--- config.mk ---
export PLATFORM = sky130hd
export DESIGN_NAME = control_sequencer
export DESIGN_NICKNAME = d
export VERILOG_FILES = /design/src/rtl/control_sequencer.sv
export SDC_FILE = /design/constraint.sdc
export NUM_CORES = 1
export LEC_CHECK = 0
export CAP_MARGIN = 5
export CORE_UTILIZATION = 32
export DETAILED_ROUTE_END_ITERATION = 6
export PLACE_DENSITY = 0.86
export SLEW_MARGIN = 20
export SYNTH_ARGS = -nofsm -noshare
export SYNTH_HDL_FRONTEND = slang
export SYNTH_SLANG_ARGS = --single-unit
--- constraint.sdc ---
create_clock -name Clock -period 2.55 [get_ports Clock]
set_input_delay 0.3825 -clock Clock [delete_from_list [all_inputs] [get_ports Clock]]
set_output_delay 0.3825 -clock Clock [all_outputs]
set_load 0.01 [all_outputs]
--- src/rtl/control_sequencer.sv ---
// control_sequencer
//   Step sequencer for the register-register datapath. It walks fetch (T0-T2)
//   and execute (T3-T6) and decodes the control strobes from the current
//   step and the IR contents (IRVal). IRVal is valid from T3 onward.
//
// Ports
//   Clock, reset         rising-edge clock, synchronous active-high reset
//   run                  continue fetching; sampled only at instruction boundaries
//   mem_ready            memory read complete, sampled in T1
//   IRVal[BITS-1:0]      op = top OPW bits, then Ra, Rb, Rc (RW bits each)
//   PCout..MDRout        bus drive selects
//   MARin..LOin          register load enables
//   IncPC, Read          PC increment, memory read
//   GPRin, GPRout        one-hot (or zero) register load / bus drive
//   ADD..NOT             ALU op strobes, only in T4
//   busy, done, illegal, halted   status
//
// state  | meaning
// IDLE   | waiting for run, all outputs low
// T0     | PC to MAR, start PC increment into Z
// T1     | incremented PC back to PC, memory read (may wait)
// T2     | MDR to IR
// T3     | decode; first operand Rb to RY, or illegal/halt
// T4     | second operand on bus, ALU strobe, result to Z
// T5     | Zlow to Ra (or LO for MUL/DIV)
// T6     | Zhigh to HI (MUL/DIV only)
// HALT   | stopped until reset

module control_sequencer #(
    parameter int BITS      = 32,
    parameter int REGISTERS = 16,
    parameter int OPW       = 5
) (
    input  logic                 Clock,
    input  logic                 reset,
    input  logic                 run,
    input  logic                 mem_ready,
    input  logic [BITS-1:0]      IRVal,
    output logic                 PCout,
    output logic                 Zlowout,
    output logic                 Zhighout,
    output logic                 MDRout,
    output logic                 MARin,
    output logic                 RZin,
    output logic                 PCin,
    output logic                 MDRin,
    output logic                 IRin,
    output logic                 RYin,
    output logic                 HIin,
    output logic                 LOin,
    output logic                 IncPC,
    output logic                 Read,
    output logic [REGISTERS-1:0] GPRin,
    output logic [REGISTERS-1:0] GPRout,
    output logic                 ADD,
    output logic                 SUB,
    output logic                 AND,
    output logic                 OR,
    output logic                 SHR,
    output logic                 SHL,
    output logic                 ROR,
    output logic                 ROL,
    output logic                 MUL,
    output logic                 DIV,
    output logic                 NEGATE,
    output logic                 NOT,
    output logic                 busy,
    output logic                 done,
    output logic                 illegal,
    output logic                 halted
);

    localparam int RW = $clog2(REGISTERS);

    typedef enum logic [3:0] {
        S_IDLE, S_T0, S_T1, S_T2, S_T3, S_T4, S_T5, S_T6, S_HALT
    } state_t;

    state_t state;
    logic   t1_wait;   // set after the first T1 cycle so PCin is a single pulse

    logic [OPW-1:0] op;
    logic [RW-1:0]  ra, rb, rc;
    logic           op_valid, is_halt, is_muldiv, is_unary, in_t4;

    assign op = IRVal[BITS-1 -: OPW];
    assign ra = IRVal[BITS-OPW-1 -: RW];
    assign rb = IRVal[BITS-OPW-RW-1 -: RW];
    assign rc = IRVal[BITS-OPW-2*RW-1 -: RW];

    logic unused_ir_bits;
    assign unused_ir_bits = ^IRVal[BITS-OPW-3*RW-1:0];

    assign op_valid  = op < OPW'(12);
    assign is_halt   = op == '1;
    assign is_muldiv = (op == OPW'(8)) || (op == OPW'(9));
    assign is_unary  = (op == OPW'(10)) || (op == OPW'(11));

    // Register fields that do not name a register decode to all-zero.
    function automatic logic [REGISTERS-1:0] reg_sel(input logic [RW-1:0] idx);
        logic [REGISTERS-1:0] sel;
        sel = '0;
        for (int i = 0; i < REGISTERS; i++)
            if (int'(idx) == i) sel[i] = 1'b1;
        return sel;
    endfunction

    always_ff @(posedge Clock) begin
        if (reset) begin
            state   <= S_IDLE;
            t1_wait <= 1'b0;
        end else begin
            t1_wait <= 1'b0;
            unique case (state)
                S_IDLE: if (run) state <= S_T0;
                S_T0:   state <= S_T1;
                S_T1: begin
                    if (mem_ready) state   <= S_T2;
                    else           t1_wait <= 1'b1;
                end
                S_T2:   state <= S_T3;
                S_T3: begin
                    if (is_halt)       state <= S_HALT;
                    else if (op_valid) state <= S_T4;
                    else               state <= run ? S_T0 : S_IDLE;
                end
                S_T4:   state <= S_T5;
                S_T5: begin
                    if (is_muldiv) state <= S_T6;
                    else           state <= run ? S_T0 : S_IDLE;
                end
                S_T6:   state <= run ? S_T0 : S_IDLE;
                S_HALT: state <= S_HALT;
                default: state <= S_IDLE;
            endcase
        end
    end

    // ALU strobes: T4 is only reachable with a valid op, so at most one fires.
    assign in_t4  = state == S_T4;
    assign ADD    = in_t4 && (op == OPW'(0));
    assign SUB    = in_t4 && (op == OPW'(1));
    assign AND    = in_t4 && (op == OPW'(2));
    assign OR     = in_t4 && (op == OPW'(3));
    assign SHR    = in_t4 && (op == OPW'(4));
    assign SHL    = in_t4 && (op == OPW'(5));
    assign ROR    = in_t4 && (op == OPW'(6));
    assign ROL    = in_t4 && (op == OPW'(7));
    assign MUL    = in_t4 && (op == OPW'(8));
    assign DIV    = in_t4 && (op == OPW'(9));
    assign NEGATE = in_t4 && (op == OPW'(10));
    assign NOT    = in_t4 && (op == OPW'(11));

    always_comb begin
        PCout = 1'b0; Zlowout = 1'b0; Zhighout = 1'b0; MDRout = 1'b0;
        MARin = 1'b0; RZin = 1'b0; PCin = 1'b0; MDRin = 1'b0; IRin = 1'b0;
        RYin = 1'b0; HIin = 1'b0; LOin = 1'b0; IncPC = 1'b0; Read = 1'b0;
        GPRin = '0; GPRout = '0;
        busy = 1'b0; done = 1'b0; illegal = 1'b0; halted = 1'b0;
        unique case (state)
            S_T0: begin
                busy = 1'b1; PCout = 1'b1; MARin = 1'b1; IncPC = 1'b1; RZin = 1'b1;
            end
            S_T1: begin
                busy = 1'b1; Zlowout = 1'b1; Read = 1'b1; MDRin = 1'b1;
                PCin = !t1_wait;
            end
            S_T2: begin
                busy = 1'b1; MDRout = 1'b1; IRin = 1'b1;
            end
            S_T3: begin
                busy = 1'b1;
                if (op_valid) begin
                    GPRout = reg_sel(rb);
                    RYin   = 1'b1;
                end else if (!is_halt) begin
                    illegal = 1'b1;
                    done    = 1'b1;
                end
            end
            S_T4: begin
                busy   = 1'b1; RZin = 1'b1;
                GPRout = is_unary ? reg_sel(rb) : reg_sel(rc);
            end
            S_T5: begin
                busy = 1'b1; Zlowout = 1'b1;
                if (is_muldiv) begin
                    LOin = 1'b1;
                end else begin
                    GPRin = reg_sel(ra);
                    done  = 1'b1;
                end
            end
            S_T6: begin
                busy = 1'b1; Zhighout = 1'b1; HIin = 1'b1; done = 1'b1;
            end
            S_HALT: halted = 1'b1;
            default: ;
        endcase
    end

endmodule
==> metrics.yaml <==
route.detailed.drc: 6
hpwl_um: 2900
cts.sinks: 5
num_rows: 19
synth_edf_count: 0
n_antenna_cell: 0
grt_usage_pct: 22.2
grt_pass1_wl_um: 6070
setup_viol_count_final: 0
cts_tree: "built"
hold_path_depth: 3
vias_per_cell: 5.24
post-route-util_pct: 73.6
drv.max_cap_violation_count: 0
cp.arrival_ps: 2080
critPathKind: "in -> out"
crit_path_end_kind: "output port"
clock_latency_ps: 230
rrSetupSlack_ps: 1060
synth_cell_types: 41
cp-start-kind: "primary input"
worst_pin_slew_ps: 357
synth_seq_area_share_pct: 9.96
hp-class: "reg -> reg"
relSlewSlack_pct: 76.0
cp.required_ps: 2170
p_total_mw: 0.610
start_util_pct: 35.2
wl_um: 3690
die-area_sq_um: 3370
ant_nets: 0
drt_iter0_drc: 64
fin_nets: 297
drive_above_1_share_pct: 21.2
peakVddDrop_mv: 0.382
core_sq_um: 2850
overflow: 0
h-tree-depth: 1
ys.flop_type: "dfxtp_1"
synth_nets: 190
final.period_utilization_pct: 96.7
place_area_sq_um: 1990
powerDensity_nw_per_um2: 291
status: "finished with violations"
yosys.area.top_type: "nor2_1"
synth_cells: 154
io_buffers: 82
wl_per_cell_um: 12.7
place_inst: 282
syn_to_final_growth_pct: 109
pin_count: 98
die_y_um: 58.0
hold_buffers: 0
finalInstanceArea_sq_um: 2100
drt-pass1-iter-count: 6
grt_max_degree: 11
synth_area_sq_um: 1000
cts_root_buffer: "clkbuf_4"
synth_area_leaders: "nor2_1 (10%), dfxtp_1 (10%), nor3_1 (7.5%), nand2b_1 (6.8%), o22ai_1 (6.8%)"
worstRegToRegCells: 7
p_leak_nw: 1.07
num_vias: 1524
setup_tns_ps: 0
synth_top_area_share_pct: 10.1
fmax_mhz: 405
ys_ff_latch: 5
finalClockSkew_ps: 1.08
syn_area_per_cell_sq_um: 6.52
timing.final.crit_period_ps: 2470
grt_pass1_vias: 1429
cts_buffers: 3
die_w_um: 58.0
slew_violations: 0
violations: "DRC"
hold_viol: 0
antenna_found_initial: 0
synth_async_sr_flop_share_pct: 0
routabilityCongestion: 0.852
clk_path_buf_depth: 2
synth_warnings: 0
clk_pin_slew_ps: 40
critPathMaxFanout: 5
fin_cells: 291
==> logic make-up (layout without fill, tap and decap cells) <==
family	Yosys count	in the layout	synth area share, %
flops	5	5	9.96
compound gates	30	30	21.8
buf+inv	18	124	10.2
mux	1	1	0.996
simple gates	100	100	57.0
==> what timing repair did <==
item | CTS | global route
hold endpoints to repair | 0 | 0
gates resized for setup | 42 | 15
endpoints found under the setup margin | 40 | 12
buffers inserted | 0 | 5
pin swaps | 0 | 2
==> Yosys cell counts, types with 4 or more instances <==
cell type and n:
buf_4 7, dfxtp_1 5, nand3_1 5, a21oi_1 5, inv_1 4, nor2_1 27
or4_1 4, nand3b_1 4, nor3_1 15, o22ai_1 11, clkbuf_1 4, nand2b_1 11
nand2_1 10
==> through the flow <==
step,hold slack [ps],worst slack [ps]
floorplan,458,539
global placement,669,-372
detailed placement,684,-400
CTS,707,5.24
global route,696,-9.88
finish,682,82.9
==> state kept, by name (all words and copies together) (netlist names) <==
register and flops:
state 4, t1_wait 1
==> layer usage <==
metal  track usage [%]  routed length, um
met1              28.1               1540
met2              39.6               1870
met4              4.76                 10
met3              3.35                262
met5                 0                  0
==> worst paths after layout <==
path,start,end
max reg2reg,state[1],state[0]
min reg2reg,state[2],state[2]
max,IRVal[29],done
min,state[2],state[2]
==> cells in the final DEF, fill, tap and decap left out, types with 2 or more instances in the layout <==
cell type	n
or3_1	3
nand2_1	10
or2_2	2
nand3_1	4
nand4bb_4	2
or4_1	3
dlygate4sd2_1	32
a21oi_1	5
clkdlybuf4s50_1	40
dlymetal6s2s_1	9
and3_1	2
clkbuf_4	3
buf_4	32
o21ai_1	3
nor2_1	27
o32ai_1	3
nor3_1	15
inv_1	4
dfxtp_2	2
nor3b_1	3
and2_1	2
dfxtp_1	3
nand3b_1	4
o22ai_1	11
nand2b_1	10
==> worst max-delay path, stage by stage <==
cell and delay, ps:
dlygate4sd2_1 320, buf_4 160, nand3_1 100, o21ai_1 190, nor2_1 80, or3_1 360, clkdlybuf4s50_1 480
==> power breakdown <==
group | switching, mW | internal, mW
logic | 0.195 | 0.220
clock network | 0.0282 | 0.0589
registers | 0.0161 | 0.0922
==> cell type report <==
cell class | count | area (sq um)
well taps | 31 | 38.8
multi-input cells | 131 | 863
inverters | 5 | 18.8
flip-flops and latches | 5 | 103
clock buffers | 4 | 26.3
fillers | 230 | 753
repair buffers | 115 | 1050
Power figures use the tool's default switching activity.
